$ cat config.mk
export PLATFORM = sky130hd
export DESIGN_NAME = axis_pattern_generator
export DESIGN_NICKNAME = d
export VERILOG_FILES = /design/src/rtl/sample_gen_pkg.sv /design/src/rtl/sg_lfsr.sv /design/src/rtl/axis_pattern_generator.sv
export SDC_FILE = /design/constraint.sdc
export NUM_CORES = 1
export LEC_CHECK = 0
export ABC_AREA = 1
export BUFFER_PORTS_ARGS = -buffer_cell sky130_fd_sc_hd__buf_4
export CORE_MARGIN = 1.5
export CORE_UTILIZATION = 30
export DETAILED_ROUTE_END_ITERATION = 6
export GPL_TIMING_DRIVEN = 0
export HOLD_SLACK_MARGIN = 0.06
export PLACE_DENSITY = 0.47
export SYNTH_ARGS = -nofsm -noshare
export SYNTH_HDL_FRONTEND = slang
export SYNTH_SLANG_ARGS = --single-unit
$ cat constraint.sdc
create_clock -name Clk -period 1.9 [get_ports Clk]
set_input_delay 0.38 -clock Clk [delete_from_list [all_inputs] [get_ports Clk]]
set_output_delay 0.38 -clock Clk [all_outputs]
set_load 0.05 [all_outputs]
$ cat src/rtl/sample_gen_pkg.sv
// Shared types for the AXI-Stream pattern generator: FSM states, Mode encodings,
// and maximal-length LFSR tap masks for widths 8..64.
package sample_gen_pkg;

  typedef enum logic [1:0] {
    ST_WARMUP = 2'd0,
    ST_IDLE   = 2'd1,
    ST_STREAM = 2'd2,
    ST_GAP    = 2'd3
  } sg_state_e;

  localparam logic [1:0] MODE_INDEX = 2'd0;
  localparam logic [1:0] MODE_COUNT = 2'd1;
  localparam logic [1:0] MODE_LFSR  = 2'd2;
  localparam logic [1:0] MODE_ONES  = 2'd3;

  function automatic logic [63:0] tap_bit(input int n);
    return 64'd1 << (n - 1);
  endfunction

  // Tap n maps to bit n-1; the register shifts left with feedback into bit 0.
  function automatic logic [63:0] lfsr_taps(input int width);
    logic [63:0] m;
    case (width)
      9:  m = tap_bit(9)  | tap_bit(5);
      10: m = tap_bit(10) | tap_bit(7);
      11: m = tap_bit(11) | tap_bit(9);
      12: m = tap_bit(12) | tap_bit(6)  | tap_bit(4)  | tap_bit(1);
      13: m = tap_bit(13) | tap_bit(4)  | tap_bit(3)  | tap_bit(1);
      14: m = tap_bit(14) | tap_bit(5)  | tap_bit(3)  | tap_bit(1);
      15: m = tap_bit(15) | tap_bit(14);
      16: m = tap_bit(16) | tap_bit(15) | tap_bit(13) | tap_bit(4);
      17: m = tap_bit(17) | tap_bit(14);
      18: m = tap_bit(18) | tap_bit(11);
      19: m = tap_bit(19) | tap_bit(6)  | tap_bit(2)  | tap_bit(1);
      20: m = tap_bit(20) | tap_bit(17);
      21: m = tap_bit(21) | tap_bit(19);
      22: m = tap_bit(22) | tap_bit(21);
      23: m = tap_bit(23) | tap_bit(18);
      24: m = tap_bit(24) | tap_bit(23) | tap_bit(22) | tap_bit(17);
      25: m = tap_bit(25) | tap_bit(22);
      26: m = tap_bit(26) | tap_bit(6)  | tap_bit(2)  | tap_bit(1);
      27: m = tap_bit(27) | tap_bit(5)  | tap_bit(2)  | tap_bit(1);
      28: m = tap_bit(28) | tap_bit(25);
      29: m = tap_bit(29) | tap_bit(27);
      30: m = tap_bit(30) | tap_bit(6)  | tap_bit(4)  | tap_bit(1);
      31: m = tap_bit(31) | tap_bit(28);
      32: m = tap_bit(32) | tap_bit(22) | tap_bit(2)  | tap_bit(1);
      33: m = tap_bit(33) | tap_bit(20);
      34: m = tap_bit(34) | tap_bit(27) | tap_bit(2)  | tap_bit(1);
      35: m = tap_bit(35) | tap_bit(33);
      36: m = tap_bit(36) | tap_bit(25);
      37: m = tap_bit(37) | tap_bit(5)  | tap_bit(4)  | tap_bit(3) | tap_bit(2) | tap_bit(1);
      38: m = tap_bit(38) | tap_bit(6)  | tap_bit(5)  | tap_bit(1);
      39: m = tap_bit(39) | tap_bit(35);
      40: m = tap_bit(40) | tap_bit(38) | tap_bit(21) | tap_bit(19);
      41: m = tap_bit(41) | tap_bit(38);
      42: m = tap_bit(42) | tap_bit(41) | tap_bit(20) | tap_bit(19);
      43: m = tap_bit(43) | tap_bit(42) | tap_bit(38) | tap_bit(37);
      44: m = tap_bit(44) | tap_bit(43) | tap_bit(18) | tap_bit(17);
      45: m = tap_bit(45) | tap_bit(44) | tap_bit(42) | tap_bit(41);
      46: m = tap_bit(46) | tap_bit(45) | tap_bit(26) | tap_bit(25);
      47: m = tap_bit(47) | tap_bit(42);
      48: m = tap_bit(48) | tap_bit(47) | tap_bit(21) | tap_bit(20);
      49: m = tap_bit(49) | tap_bit(40);
      50: m = tap_bit(50) | tap_bit(49) | tap_bit(24) | tap_bit(23);
      51: m = tap_bit(51) | tap_bit(50) | tap_bit(36) | tap_bit(35);
      52: m = tap_bit(52) | tap_bit(49);
      53: m = tap_bit(53) | tap_bit(52) | tap_bit(38) | tap_bit(37);
      54: m = tap_bit(54) | tap_bit(53) | tap_bit(18) | tap_bit(17);
      55: m = tap_bit(55) | tap_bit(31);
      56: m = tap_bit(56) | tap_bit(55) | tap_bit(35) | tap_bit(34);
      57: m = tap_bit(57) | tap_bit(50);
      58: m = tap_bit(58) | tap_bit(39);
      59: m = tap_bit(59) | tap_bit(58) | tap_bit(38) | tap_bit(37);
      60: m = tap_bit(60) | tap_bit(59);
      61: m = tap_bit(61) | tap_bit(60) | tap_bit(46) | tap_bit(45);
      62: m = tap_bit(62) | tap_bit(61) | tap_bit(6)  | tap_bit(5);
      63: m = tap_bit(63) | tap_bit(62);
      64: m = tap_bit(64) | tap_bit(63) | tap_bit(61) | tap_bit(60);
      default: m = tap_bit(8) | tap_bit(6) | tap_bit(5) | tap_bit(4);
    endcase
    return m;
  endfunction

endpackage

$ cat src/rtl/sg_lfsr.sv
// Fibonacci LFSR, seed all ones, steps once per Advance; the all-zero lockup
// state is never entered because a zero next-value reloads the seed.
module sg_lfsr
  import sample_gen_pkg::*;
#(
  parameter int WIDTH = 8
) (
  input  logic             Clk,
  input  logic             Reset,
  input  logic             Advance,
  output logic [WIDTH-1:0] Value
);

  localparam logic [WIDTH-1:0] TAPS = WIDTH'(lfsr_taps(WIDTH));

  logic [WIDTH-1:0] lfsr_q, lfsr_d;

  always_comb begin
    lfsr_d = lfsr_q;
    if (Advance) lfsr_d = {lfsr_q[WIDTH-2:0], ^(lfsr_q & TAPS)};
    if (lfsr_d == '0) lfsr_d = '1;
  end

  always_ff @(posedge Clk) begin
    if (Reset) lfsr_q <= '1;
    else       lfsr_q <= lfsr_d;
  end

  assign Value = lfsr_q;

endmodule

$ cat src/rtl/axis_pattern_generator.sv
// AXI4-Stream frame generator with index/counter/LFSR/ones patterns.
// Define SAMPLE_GEN_LFSR_EN to build the LFSR pattern for Mode 2 (else Mode 2 = Mode 0).
module axis_pattern_generator
  import sample_gen_pkg::*;
#(
  parameter int DATA_WIDTH  = 8,
  parameter int START_COUNT = 8,
  parameter int FRAME_W     = 8,
  parameter int GAP_CYCLES  = 0
) (
  input  logic                  Clk,
  input  logic                  Reset,
  input  logic                  En,
  input  logic [1:0]            Mode,
  input  logic [FRAME_W-1:0]    FrameSize,
  output logic [DATA_WIDTH-1:0] M_AXIS_tdata,
  output logic                  M_AXIS_tvalid,
  input  logic                  M_AXIS_tready,
  output logic                  M_AXIS_tlast,
  output logic [15:0]           FrameCount,
  output logic                  Busy
);

  localparam int WARM_W = (START_COUNT > 0) ? $clog2(START_COUNT + 1) : 1;
  localparam int GAP_W  = (GAP_CYCLES > 1) ? $clog2(GAP_CYCLES) : 1;
  localparam logic [WARM_W-1:0] WARM_LAST = WARM_W'(START_COUNT);
  localparam logic [GAP_W-1:0]  GAP_LAST  = GAP_W'((GAP_CYCLES > 0) ? GAP_CYCLES - 1 : 0);

  sg_state_e             state_q, state_d;
  logic [WARM_W-1:0]     warm_q, warm_d;
  logic [GAP_W-1:0]      gap_q, gap_d;
  logic [FRAME_W-1:0]    idx_q, idx_d, size_q, size_d;
  logic [1:0]            mode_q, mode_d;
  logic [DATA_WIDTH-1:0] run_q, run_d;
  logic                  tvalid_q, tvalid_d, tlast_q, tlast_d, busy_q, busy_d;
  logic [15:0]           fcnt_q, fcnt_d;
  logic                  xfer, start_ok, start;

  assign xfer     = tvalid_q && M_AXIS_tready;
  assign start_ok = En && (FrameSize != '0);

  always_comb begin
    state_d  = state_q;
    warm_d   = warm_q;
    gap_d    = gap_q;
    idx_d    = idx_q;
    size_d   = size_q;
    mode_d   = mode_q;
    run_d    = run_q;
    tvalid_d = tvalid_q;
    tlast_d  = tlast_q;
    fcnt_d   = fcnt_q;
    start    = 1'b0;
    if (xfer && mode_q == MODE_COUNT) run_d = run_q + 1'b1;
    case (state_q)
      ST_WARMUP: begin
        if (warm_q == WARM_LAST) state_d = ST_IDLE;
        else                     warm_d  = warm_q + 1'b1;
      end
      ST_IDLE: start = start_ok;
      ST_STREAM: begin
        if (xfer) begin
          if (tlast_q) begin
            fcnt_d   = fcnt_q + 16'd1;
            tvalid_d = 1'b0;
            tlast_d  = 1'b0;
            // Back-to-back frames when there is no gap, so no bubble after tlast.
            if (GAP_CYCLES > 0) begin
              state_d = ST_GAP;
              gap_d   = '0;
            end else if (start_ok) start = 1'b1;
            else state_d = ST_IDLE;
          end else begin
            idx_d   = idx_q + 1'b1;
            tlast_d = (idx_q + FRAME_W'(2)) == size_q;
          end
        end
      end
      ST_GAP: begin
        if (gap_q == GAP_LAST) begin
          if (start_ok) start = 1'b1;
          else          state_d = ST_IDLE;
        end else gap_d = gap_q + 1'b1;
      end
      default: state_d = ST_WARMUP;
    endcase
    if (start) begin
      state_d  = ST_STREAM;
      size_d   = FrameSize;
      mode_d   = Mode;
      idx_d    = '0;
      tvalid_d = 1'b1;
      tlast_d  = (FrameSize == FRAME_W'(1));
    end
    busy_d = (state_d == ST_STREAM) || (state_d == ST_GAP);
  end

  always_ff @(posedge Clk) begin
    if (Reset) begin
      state_q  <= ST_WARMUP;
      warm_q   <= '0;
      gap_q    <= '0;
      idx_q    <= '0;
      size_q   <= '0;
      mode_q   <= MODE_INDEX;
      run_q    <= '0;
      tvalid_q <= 1'b0;
      tlast_q  <= 1'b0;
      fcnt_q   <= '0;
      busy_q   <= 1'b0;
    end else begin
      state_q  <= state_d;
      warm_q   <= warm_d;
      gap_q    <= gap_d;
      idx_q    <= idx_d;
      size_q   <= size_d;
      mode_q   <= mode_d;
      run_q    <= run_d;
      tvalid_q <= tvalid_d;
      tlast_q  <= tlast_d;
      fcnt_q   <= fcnt_d;
      busy_q   <= busy_d;
    end
  end

`ifdef SAMPLE_GEN_LFSR_EN
  logic [DATA_WIDTH-1:0] lfsr_val;

  sg_lfsr #(.WIDTH(DATA_WIDTH)) u_lfsr (
    .Clk     (Clk),
    .Reset   (Reset),
    .Advance (xfer && mode_q == MODE_LFSR),
    .Value   (lfsr_val)
  );
`endif

  // tdata is a mux of registered state only, so it is stable while stalled.
  always_comb begin
    case (mode_q)
      MODE_COUNT: M_AXIS_tdata = run_q;
      MODE_ONES:  M_AXIS_tdata = '1;
`ifdef SAMPLE_GEN_LFSR_EN
      MODE_LFSR:  M_AXIS_tdata = lfsr_val;
`endif
      default:    M_AXIS_tdata = DATA_WIDTH'(idx_q);
    endcase
  end

  assign M_AXIS_tvalid = tvalid_q;
  assign M_AXIS_tlast  = tlast_q;
  assign FrameCount    = fcnt_q;
  assign Busy          = busy_q;

endmodule

# After elaboration in Yosys (flattened, before gate mapping)
# Index checks and enable logic that the tools add are counted.
totals:
  regBits: 52
  latchBits: 0
  mem_bits_rw: 0
  romBits: 0
  in_bits: 14
  out_inout_bits: 27
  mem_count: 0
op_classes:
  add_sub_neg: 6
  multipliers: 0
  div_mod_pow: 0
  n_lt_le_gt_ge: 0
  n_eq_ne: 10
  n_shift: 0
  muxes: 22
  bitwise_logic: 2
  reduce_logical: 15
ops:
  columns: ["op", "count"]
  rows:
  - ["16-bit by 1-bit adder with 16-bit output, second input constant", 1]
  - ["8-bit by 1-bit adder with 8-bit output, second input constant", 2]
  - ["8-bit case mux with 2 select lines", 1]
  - ["1-bit two-way mux", 13]
  - ["2-bit two-way mux", 6]
  - ["2-bit == test, second input constant", 5]
  - ["3-bit AND reduction", 3]
  - ["8-bit by 2-bit adder with 8-bit output, second input constant", 1]
  - ["8-bit by 1-bit == test with 1-bit output, second input constant", 1]
  - ["8-bit == test", 1]
  - ["8-bit nonzero test", 1]
  - ["2-bit case mux with 3 select lines", 1]
  - ["2-bit nonzero test", 3]
  - ["4-bit by 1-bit adder with 4-bit output, second input constant", 1]
  - ["2-bit by 1-bit == test with 1-bit output, second input constant", 2]
  - ["4-bit == test, second input constant", 1]
  - ["2-bit AND reduction", 2]
  - ["1-bit logical AND", 3]
  - ["1-bit case mux with 3 select lines", 1]
  - ["2-bit zero test", 1]
  - ["1-bit inverter", 2]
  - ["2-bit OR reduction", 1]
  - ["1-bit adder, second input constant", 1]
  - ["1-bit logical OR", 1]

# Logic depth before layout (Yosys ltp)
# Gate-level depths: netlist (run 1).
logic_depth:
  ltp_word: 9
  depth_mapped: 11
  mapped_depth_nobuf: 11

# Least setup slack after synthesis (run 1)
# No wires, ideal clock.
synth_timing:
  path_type: "flip-flop to output port"
  from: "register mode_q[1]"
  to: "output M_AXIS_tdata[0]"
  t_arrival_ns: 1.375
  required_time_ns: 1.520
  path_slack_ns: 0.145
  stages_incl_launch_ff: 5
  path_buffers: 0
  path_cell_list: "dfxtp_1 -> inv_1 -> nand2_1 -> inv_1 -> a22oi_1"
synth_via:
  elab_chain_cells: 2
  elab_cells_between_ends: 3
synth_lines:
  columns: ["item", "line_no", "text"]
  rows:
  - ["from (decl)", "axis_pattern_generator.sv:33", "logic [1:0] mode_q, mode_d;"]
  - ["from (signal assigned)", "axis_pattern_generator.sv:117", "mode_q <= mode_d;"]
  - ["2-bit == test / 2-bit by 1-bit == test with 1-bit output (equally long branches)", "axis_pattern_generator.sv:139", "case (mode_q)"]
  - ["8-bit case mux with 2 select lines (*)", "axis_pattern_generator.sv:139", null]
  - ["to (decl)", "axis_pattern_generator.sv:16", "output logic [DATA_WIDTH-1:0] M_AXIS_tdata,"]
# Every way passes the cells marked *; elsewhere a longest branch is shown, timed or not.

# Worst setup path in the final report (run 1)
layout_timing:
  from: "register mode_q[0]"
  to: "output M_AXIS_tdata[6]"
# Same word-level chain as after synthesis.

==> results of run 1 <==
==> power breakdown <==
| group | total, mW | switching [mW] | internal, mW |
|---|---|---|---|
| clock network | 0.903 | 0.376 | 0.527 |
| logic | 0.0886 | 0.0539 | 0.0347 |
| registers | 1.08 | 0.00572 | 1.08 |
| total | 2.07 | 0.436 | 1.64 |
==> cells by family after synthesis <==
logic type / share of synthesized area [%]
adder cells (fa/ha/maj): 2.80
XOR/XNOR: 2.29
flip-flops: 38.1
buffers and inverters: 9.02
AND/OR/NAND/NOR: 34.2
AO/OA/AOI/OAI: 13.6
==> state kept, by name (all words and copies together) (netlist names) <==
| name | count |
|---|---|
| M_AXIS_tlast | 1 |
| warm_q | 4 |
| size_q | 8 |
| idx_q | 8 |
| FrameCount | 16 |
| Busy | 1 |
| mode_q | 2 |
| run_q | 8 |
| state_q | 2 |
| M_AXIS_tvalid | 1 |
==> layout by cell type (no fill, tap or decap), drive strengths merged, types with 4 or more instances in the layout <==
cell    netlist  routed
nand4         6       6
buf           4      44
nor3b         4       4
nand2        80      80
nand3        22      22
nor2         69      69
dfxtp        51      51
inv          54      54
o21ai        33      33
xor2          6       6
a21oi        29      29
clkbuf        3       9
a22oi         6       6
ha            6       6
nor3         14      14
==> critical path: cells and delay by family, from the launching register on <==
kind | cells | cell delay, ns
AO/OA/AOI/OAI | 1 | 0.18
buffers and inverters | 2 | 0.35
flip-flops | 1 | 0.35
AND/OR/NAND/NOR | 1 | 0.17
==> final timing paths <==
kind	start	endpoint	slack, ns	depth (start not counted)
min	FrameSize[5]	size_q[5]$_SDFFE_PP0P_	0.31	3
max reg2reg	M_AXIS_tvalid$_SDFFE_PP0P_	size_q[3]$_SDFFE_PP0P_	0.30	7
max	mode_q[0]$_SDFFE_PP0P_	M_AXIS_tdata[6]	0.17	4
min reg2reg	warm_q[3]$_SDFFE_PP0P_	warm_q[3]$_SDFFE_PP0P_	0.48	2
==> routing by layer <==
| layer | vias up | wire length (µm) | GRT usage [%] |
|---|---|---|---|
| li1 | 1360 | - | - |
| met1 | 1180 | 3730 | 22.4 |
| met2 | 43 | 2970 | 23.8 |
| met3 | 4 | 192 | 2.45 |
| met4 | 0 | 60 | 3.96 |
| met5 | - | 0 | 0 |
==> through the flow <==
step	cell area, µm²	hold WS (ns)
after floorplan	2680	0.445
after global placement	3110	0.466
after detailed placement	3110	0.468
after CTS	3250	0.302
after global routing	3250	0.310
final	3250	0.308
==> layout make-up <==
type | instances | area share, %
Multi-Input combinational cell | 280 | 43.7
Timing Repair Buffer | 40 | 9.24
Clock buffer | 6 | 2.23
Inverter | 54 | 6.24
Tap cell | 108 | 4.16
Buffer | 7 | 1.19
Clock inverter | 2 | 1.85
Sequential cell | 51 | 31.4
==> results.py, run 1 <==
metrics = {
    "status": {
        "status": "finished, final reports clean",
    },
    "sta": {
        "slew_violations": 0,
        "max_freq_mhz": 578,
        "max_slew_margin_pct": 60.5,
        "fin_crit_ns": 1.73,
        "fin_ws_ns": 0.169,
        "finalHoldViolations": 0,
        "max_slew.worst_pin.slew_ns": 0.592,
        "finClkSkew_ns": 0.0101,
        "fin_crit_sh_pct": 91.1,
        "rsz0062_at_grt": "no",
        "setup_violations": 0,
        "finalSetupTns_ns": 0,
    },
    "cells_and_area": {
        "multi_input_area_um2": 1420,
        "finalNetCount": 459,
        "n_fill_cell": 977,
        "area_growth_pct": 21.4,
        "final_cells": 548,
        "num_antenna_cells": 0,
        "register_area_um2": 1020,
        "post-route-util_pct": 37.5,
        "drive_gt1_share_pct": 15.5,
    },
    "worst_setup_path": {
        "worstPathCellList": "nand2_1 > inv_2 > a22oi_1 > buf_4",
        "worstPathMaxFanout": 7,
        "cp.arrival_ns": 1.35,
        "cp-start-kind": "register",
        "path_class": "reg2out",
        "crit_required_ns": 1.52,
        "endpoint_kind": "primary output",
        "cpMaxStageDelayCell": "dfxtp_1",
        "max_stage_delay_ns": 0.35,
    },
    "synth": {
        "avgSynthCellArea_um2": 6.83,
        "synth_area_leader_cell": "dfxtp_1",
        "synth_most_common_cell": "nand2_1",
        "synthDistinctLibCells": 32,
        "yosysTopAreaCellShare_pct": 38.1,
        "synthesis.nets": 412,
        "yosys-top-cells-area": "dfxtp_1 38%, nand2_1 11%, nor2_1 9.0%",
        "syn-instance-count": 392,
        "synth_edf_count": 0,
        "synth-seq-cells": 51,
        "netlist_top_cells_count": "76 x nand2_1, 64 x nor2_1, 52 x inv_1",
        "yosys_warnings": 0,
        "netlist_area_um2": 2680,
        "synth_ff_type": "dfxtp_1",
        "ys_seq_area_share_pct": 38.1,
        "async_reset_ff_share_pct": 0,
    },
    "min_path": {
        "hp-class": "in2reg",
    },
    "cts": {
        "cts_sinks": 51,
        "postCtsSetupBuffers": 0,
        "root_buffer": "clkbuf_8",
        "clockBufferDepth": 2,
        "clkSlewWorstSetupHoldPaths_ns": 0.10,
        "h-tree-depth": 2,
        "clock_latency_ns": 0.30,
        "cts_made_buffers": 5,
        "hold_buffers": 0,
        "cts_tree": "done",
        "cts_resized": 0,
    },
    "place": {
        "place_worst_setup_slack_ns": 0.201,
        "place_hpwl_um": 5330,
        "gp_congestion": 0.817,
        "port_buffers": 40,
        "dp.cells": 540,
    },
    "global_route": {
        "gr-total-overflow": 0,
        "grt_pass1_wl_um": 12000,
        "grt_pass1_vias": 2474,
        "grt_max_degree": 16,
        "antenna_found_initial": 0,
        "grt_use_total_pct": 15.5,
    },
    "route": {
        "drt-total-wl_um": 6950,
        "wire_per_inst_um": 12.7,
        "ant_nets": 0,
        "vias": 2587,
        "via_per_inst": 4.72,
        "drt_iter0_markers": 88,
        "dr.pass1.iters": 4,
        "drc": 0,
    },
    "floorplanning": {
        "num_io_pins": 41,
        "die_y_um": 97.5,
        "die-area_um2": 9500,
        "num_rows": 34,
        "start_util_pct": 30.9,
        "die_x_um": 97.5,
        "core_area_um2": 8680,
    },
    "power": {
        "cellPowerDensity_nw_per_um2": 638,
        "leakage_nw": 1.35,
        "p_total_mw": 2.07,
        "ir_worst_vdd_mv": 0.295,
    },
    "run": {
        "max_cap_viol_count": 0,
    },
}
Note: power is estimated with default switching activity, not from simulation.
==> inputs of run 2 (changes only) <==
==> constraint.sdc (replaced) <==
create_clock -name Clk -period 1.9 [get_ports Clk]
set_input_delay 0 -clock Clk [delete_from_list [all_inputs] [get_ports Clk]]
set_output_delay 0 -clock Clk [all_outputs]
set_load 0.05 [all_outputs]
==> run 2 against run 1 <==
Compared with the run above: combinational power grew 21%; maximum frequency increased by 9.4%; power up 0.75%; sequential cell count did not move; first-iteration DRC count down 27%; global-route usage rose by 0.17 points; clock power about the same; final cell count rose by 2.0%.
==> results.py, run 2 (same netlist as run 1, synthesis figures left out) <==
metrics = {
    "sta": {
        "slew_violations": 0,
        "fin_crit_sh_pct": 83.3,
        "max_slew_margin_pct": 59.7,
        "finClkSkew_ns": 0.0102,
        "setup_violations": 0,
        "hold_ws_ns": 0.135,
        "fin_crit_ns": 1.58,
        "max_freq_mhz": 632,
        "rsz0062_at_grt": "no",
        "finalHoldViolations": 0,
        "max_slew.worst_pin.slew_ns": 0.604,
        "finalSetupTns_ns": 0,
    },
    "route": {
        "dr.pass1.iters": 4,
        "ant_nets": 0,
        "drt-total-wl_um": 7080,
        "via_per_inst": 4.67,
        "drt_iter0_markers": 64,
        "vias": 2612,
        "drc": 0,
        "wire_per_inst_um": 12.7,
    },
    "power": {
        "ir_worst_vdd_mv": 0.293,
        "cellPowerDensity_nw_per_um2": 622,
        "leakage_nw": 1.40,
    },
    "worst_setup_path": {
        "worstPathMaxFanout": 10,
        "r2r-start": "M_AXIS_tvalid$_SDFFE_PP0P_",
        "path_class": "reg2reg",
        "crit_required_ns": 2.14,
        "r2r_cells": 7,
        "cp_top_family": "simple AND/OR/NAND/NOR gates",
        "path_buf_inv": 2,
        "worstPathCellList": "nand2_2 > inv_2 > nand4_4 > a21oi_1 > buf_4 > o21ai_0 > nor2_1",
        "endpoint_kind": "register",
        "max_stage_delay_ns": 0.42,
        "cpMaxStageDelayCell": "dfxtp_1",
        "cp.arrival_ns": 1.83,
        "r2r-end": "size_q[3]$_SDFFE_PP0P_",
        "cp.depth": 7,
        "cp-start-kind": "register",
        "regToRegSetupSlack_ns": 0.32,
    },
    "cells_and_area": {
        "n_fill_cell": 968,
        "drive_gt1_share_pct": 14.6,
        "post-route-util_pct": 38.7,
        "layout_common_cells": "76 x nand2_1, 64 x nor2_1, 52 x inv_1, 51 x dfxtp_1, 41 x buf_4",
        "largest_register_ffs": 16,
        "finalNetCount": 470,
        "layout_commonest_cell": "nand2_1",
        "area_growth_pct": 25.3,
        "num_antenna_cells": 0,
    },
    "floorplanning": {
        "core_area_um2": 8680,
        "start_util_pct": 30.9,
        "die_y_um": 97.5,
        "num_io_pins": 41,
        "num_rows": 34,
        "die_x_um": 97.5,
        "die-area_um2": 9500,
    },
    "cts": {
        "cts_resized": 0,
        "cts_tree": "done",
        "clockBufferDepth": 2,
        "cts_made_buffers": 5,
        "cts_sinks": 51,
        "clkSlewWorstSetupHoldPaths_ns": 0.10,
        "clock_latency_ns": 0.30,
        "h-tree-depth": 2,
        "root_buffer": "clkbuf_8",
    },
    "place": {
        "port_buffers": 40,
        "place_hpwl_um": 5330,
        "gp_congestion": 0.817,
    },
    "min_path": {
        "hp-class": "in2reg",
        "min_path_cells": 4,
        "worstHoldEndpoint": "state_q[1]$_SDFF_PP0_",
        "hold_start": "En",
    },
    "global_route": {
        "grt_max_degree": 16,
        "grt_use_total_pct": 15.6,
        "grt_pass1_wl_um": 12100,
        "grt_pass1_vias": 2499,
        "antenna_found_initial": 0,
        "gr-total-overflow": 0,
    },
    "run": {
        "max_cap_viol_count": 0,
    },
    "status": {
        "status": "finished, final reports clean",
    },
}
==> run 2: cell count changes in the layout (fill, tap and decap cells not counted) <==
cell           change
a22oi_1            +1
a22oi_2            -1
dlygate4sd3_1     +11
inv_1              +1
inv_2              -1
==> run 2: worst reg2reg max path, stage by stage (launching register included) <==
cell,delay (ns)
dfxtp_1,0.42
nand2_2,0.13
inv_2,0.10
nand4_4,0.18
a21oi_1,0.27
buf_4,0.21
o21ai_0,0.10
nor2_1,0.12
==> run 2: layout make-up <==
cell class                 instances  area (µm²)  share of cell area, %
buffer                             7        38.8                   1.16
clock buffer                       6        72.6                   2.16
clock inverter                     2        60.1                   1.79
inverter                          54         203                   6.04
multi-input combinational        280        1420                   42.2
sequential                        51        1020                   30.4
tap                              108         135                   4.03
timing repair buffer              51         410                   12.2
==> run 2: power breakdown <==
group          switching (mW)  internal [mW]  total (mW)  leakage, nW
clock network           0.374          0.527       0.901       0.0654
registers             0.00567           1.08        1.08        0.411
logic                  0.0574         0.0493       0.107        0.924
total                   0.437           1.65        2.09         1.40
==> run 2: worst max-delay path by stage <==
stage | to | slack (ns) | startpoint
detailed placement | size_q[1]$_SDFFE_PP0P_ | 0.31 | M_AXIS_tvalid$_SDFFE_PP0P_
global placement | size_q[1]$_SDFFE_PP0P_ | 0.32 | M_AXIS_tvalid$_SDFFE_PP0P_
CTS | size_q[1]$_SDFFE_PP0P_ | 0.29 | M_AXIS_tvalid$_SDFFE_PP0P_
floorplan | FrameCount[13]$_SDFFE_PP0P_ | 0.15 | M_AXIS_tvalid$_SDFFE_PP0P_
finish | size_q[3]$_SDFFE_PP0P_ | 0.32 | M_AXIS_tvalid$_SDFFE_PP0P_
global route | FrameCount[13]$_SDFFE_PP0P_ | 0.12 | M_AXIS_tvalid$_SDFFE_PP0P_
==> run 2: stage by stage <==
stage / setup slack (ns) / area [µm²] / std cells / power, mW
global placement: 0.316 / 3110 / 540 / 1.19
floorplan: 0.149 / 2680 / 392 / 1.15
finish: 0.317 / 3360 / 559 / 2.09
detailed placement: 0.311 / 3110 / 540 / 1.20
CTS: 0.287 / 3360 / 559 / 2.12
global route: 0.122 / 3360 / 559 / 2.16
==> run 2: timing repair <==
item | in CTS | in global routing
buffers inserted | 0 | 0
hold buffers | 11 | 0
endpoints found under the hold margin | 13 | 0
==> run 2: metal layers <==
| metal | track usage [%] | share of wire [%] |
|---|---|---|
| met5 | 0 | 0 |
| met1 | 22.6 | 52 |
| met2 | 24.3 | 44 |
| met4 | 3.96 | 0.85 |
| met3 | 2.45 | 4.0 |
==> inputs of run 3 (changes only) <==
--- a/config.mk
+++ b/config.mk
@@ -5,14 +5,14 @@
 export SDC_FILE = /design/constraint.sdc
 export NUM_CORES = 1
 export LEC_CHECK = 0
-export ABC_AREA = 1
+export ABC_AREA = 0
 export BUFFER_PORTS_ARGS = -buffer_cell sky130_fd_sc_hd__buf_4
 export CORE_MARGIN = 1.5
 export CORE_UTILIZATION = 30
 export DETAILED_ROUTE_END_ITERATION = 6
 export GPL_TIMING_DRIVEN = 0
 export HOLD_SLACK_MARGIN = 0.06
-export PLACE_DENSITY = 0.47
+export PLACE_DENSITY = 0.48
 export SYNTH_ARGS = -nofsm -noshare
 export SYNTH_HDL_FRONTEND = slang
 export SYNTH_SLANG_ARGS = --single-unit
==> constraint.sdc (replaced) <==
create_clock -name Clk -period 1.4 [get_ports Clk]
set_input_delay 0 -clock Clk [delete_from_list [all_inputs] [get_ports Clk]]
set_output_delay 0 -clock Clk [all_outputs]
set_load 0.05 [all_outputs]
==> run 3 against run 2 <==
Compared with the run above: the run now ends with negative setup slack left; synthesized cell count shrank 24%; worst setup slack lost 0.56 ns; clock power down 5.0%; combinational power grew 40%; first-iteration DRC count is 31% higher; count of clock-buffer cells in the layout up 1; hold slack lost 0.077 ns; register-to-register slack got worse by 0.56 ns; via count down 6.9%; critical endpoint is now FrameCount[11]$_SDFFE_PP0P_; largest cell class unchanged; largest power group unchanged.
==> results.py, run 3 <==
metrics = {
    "worst_setup_path": {
        "path_buf_inv": 1,
        "cp.depth": 5,
        "cp.arrival_ns": 1.88,
        "cp-start-kind": "register",
        "max_stage_delay_ns": 0.42,
        "worstPathMaxFanout": 3,
        "crit_required_ns": 1.64,
        "cp_top_family": "simple AND/OR/NAND/NOR gates",
        "endpoint_kind": "register",
        "worstPathCellList": "and4b_2 > nand4_1 > buf_4 > or4_4 > a21oi_2",
        "r2r_cells": 5,
        "cpMaxStageDelayCell": "or4_4",
        "path_class": "reg2reg",
    },
    "route": {
        "ant_nets": 0,
        "drc": 0,
        "wire_per_inst_um": 14.0,
        "drt-total-wl_um": 6940,
        "dr.pass1.iters": 4,
        "vias": 2431,
        "via_per_inst": 4.90,
        "drt_iter0_markers": 84,
    },
    "synth": {
        "yosysTopAreaCellShare_pct": 40.5,
        "ys_seq_area_share_pct": 40.5,
        "synth-seq-cells": 51,
        "async_reset_ff_share_pct": 0,
        "synth_most_common_cell": "dfxtp_1",
        "synth_edf_count": 0,
        "yosys_warnings": 0,
        "synthesis.nets": 319,
        "synthDistinctLibCells": 44,
        "syn-instance-count": 299,
        "synth_area_leader_cell": "dfxtp_1",
        "netlist_top_cells_count": "51 x dfxtp_1, 42 x nor2_1, 26 x a21oi_1",
        "avgSynthCellArea_um2": 8.44,
        "synth_ff_type": "dfxtp_1",
        "yosys-top-cells-area": "dfxtp_1 40%, nor2_1 6.2%, a21oi_1 5.2%",
        "netlist_area_um2": 2520,
    },
    "cells_and_area": {
        "layout_commonest_cell": "buf_4",
        "n_fill_cell": 843,
        "final_area_um2": 3720,
        "drive_gt1_share_pct": 37.9,
        "num_antenna_cells": 0,
        "area_growth_pct": 47.5,
        "layout_common_cells": "69 x buf_4, 39 x nor2_1, 28 x dfxtp_1, 17 x a21oi_1, 16 x nand2_1",
        "multi_input_area_um2": 1590,
        "largest_register_ffs": 16,
        "finalNetCount": 410,
        "register_area_um2": 1080,
    },
    "cts": {
        "cts_made_buffers": 5,
        "cts_sinks": 51,
        "cts_tree": "done",
        "root_buffer": "clkbuf_8",
        "clock_latency_ns": 0.31,
        "clockBufferDepth": 2,
        "h-tree-depth": 2,
        "clkSlewWorstSetupHoldPaths_ns": 0.10,
    },
    "sta": {
        "max_slew.worst_pin.slew_ns": 0.566,
        "max_slew_margin_pct": 62.3,
        "setup_violations": 28,
        "finalHoldViolations": 0,
        "fin_crit_ns": 1.64,
        "hold_ws_ns": 0.0583,
        "fin_ws_ns": -0.240,
        "slew_violations": 0,
        "fin_crit_sh_pct": 117,
        "rsz0062_at_grt": "yes",
        "max_freq_mhz": 610,
        "finClkSkew_ns": 0.00914,
    },
    "global_route": {
        "antenna_found_initial": 0,
        "grt_max_degree": 15,
        "grt_pass1_vias": 2236,
        "gr-total-overflow": 0,
        "grt_pass1_wl_um": 11000,
        "grt_use_total_pct": 15.8,
    },
    "place": {
        "port_buffers": 39,
        "place_hpwl_um": 4660,
        "gp_congestion": 0.755,
        "place_worst_setup_slack_ns": -0.329,
        "place_area_um2": 3080,
    },
    "floorplanning": {
        "die_x_um": 94.7,
        "num_io_pins": 41,
        "num_rows": 33,
        "core_area_um2": 8180,
        "start_util_pct": 30.9,
        "die-area_um2": 8970,
        "die_y_um": 94.7,
    },
    "power": {
        "cellPowerDensity_nw_per_um2": 660,
        "leakage_nw": 1.47,
        "ir_worst_vdd_mv": 0.411,
        "p_total_mw": 2.46,
    },
    "min_path": {
        "min_path_cells": 2,
        "hp-class": "in2reg",
    },
    "run": {
        "max_cap_viol_count": 0,
    },
    "status": {
        "status": "finished with violations",
        "violations": "negative setup slack",
    },
}
run 3: cell types whose count changed after synthesis, sizes merged, moves of 11 or more:
cell,delta
inv,-46
nand2,-64
or3,+11
o21ai,-16
xnor2,+12
nor2,-27
run 3: layout make-up:
class / instances / share of cell area [%]
inverter: 8 / 0.806
timing repair buffer: 87 / 18.9
clock inverter: 1 / 0.134
buffer: 13 / 3.02
multi-input combinational: 224 / 42.6
tap: 105 / 3.53
clock buffer: 7 / 2.05
sequential: 51 / 28.9
run 3: cell families (layout without fill, tap and decap cells):
| kind of cell | count (synthesis) | in the layout | synth area share, % |
|---|---|---|---|
| buffers and inverters | 24 | 116 | 3.77 |
| DFF | 51 | 51 | 40.5 |
| xor gates and xnor gates | 25 | 25 | 8.68 |
| AOI/OAI and AO/OA | 61 | 61 | 15.4 |
| muxes | 9 | 9 | 3.57 |
| and+or+nand+nor | 123 | 123 | 25.2 |
| adders and majority gates | 6 | 6 | 2.97 |
run 3: repair_timing:
| action | 4_1_cts | 5_1_grt |
|---|---|---|
| setup buffers | 25 | 9 |
| endpoints found under the hold margin | 10 | 0 |
| gates cloned | 2 | 1 |
| pin swaps | 19 | 9 |
| resized for setup | 23 | 32 |
| endpoints found under the setup margin | 33 | 42 |
| hold buffers | 11 | 0 |
run 3: layer usage:
layer  global-route usage, %  wire, µm
met1                    21.9      3410
met2                    25.5      3270
met3                    2.90       200
met5                       0         0
met4                    3.36        60
run 3: worst paths after layout:
| path | startpoint | to | slack (ns) |
|---|---|---|---|
| setup / recovery | state_q[0]$_SDFF_PP0_ | FrameCount[11]$_SDFFE_PP0P_ | -0.24 |
| setup reg to reg | state_q[0]$_SDFF_PP0_ | FrameCount[11]$_SDFFE_PP0P_ | -0.24 |
| hold / removal | Reset | Busy$_SDFF_PP0_ | 0.06 |
| hold reg to reg | FrameCount[1]$_SDFFE_PP0P_ | FrameCount[1]$_SDFFE_PP0P_ | 0.48 |
run 3: through the flow:
step	std cells	util (%)	setup TNS [ns]
6_report	496	45.5	-2.81
5_1_grt	496	45.5	-4.79
4_1_cts	487	43.6	-2.69
3_5_place_dp	443	37.7	-8.45
3_3_place_gp	443	37.7	-8.56
2_1_floorplan	299	-	-3.02
run 3: worst register-to-register path, cell delays in order (launching register included):
cell and delay, ns:
dfxtp_4 0.35, and4b_2 0.31, nand4_1 0.17, buf_4 0.19
or4_4 0.42, a21oi_2 0.15
run 3: report_power, final:
group          internal [mW]  total [mW]  leakage (nW)  switching (mW)
logic                 0.0747       0.150          1.00          0.0755
clock network          0.353       0.856        0.0422           0.503
registers               1.44        1.45         0.426          0.0103
total                   1.87        2.46          1.47           0.589
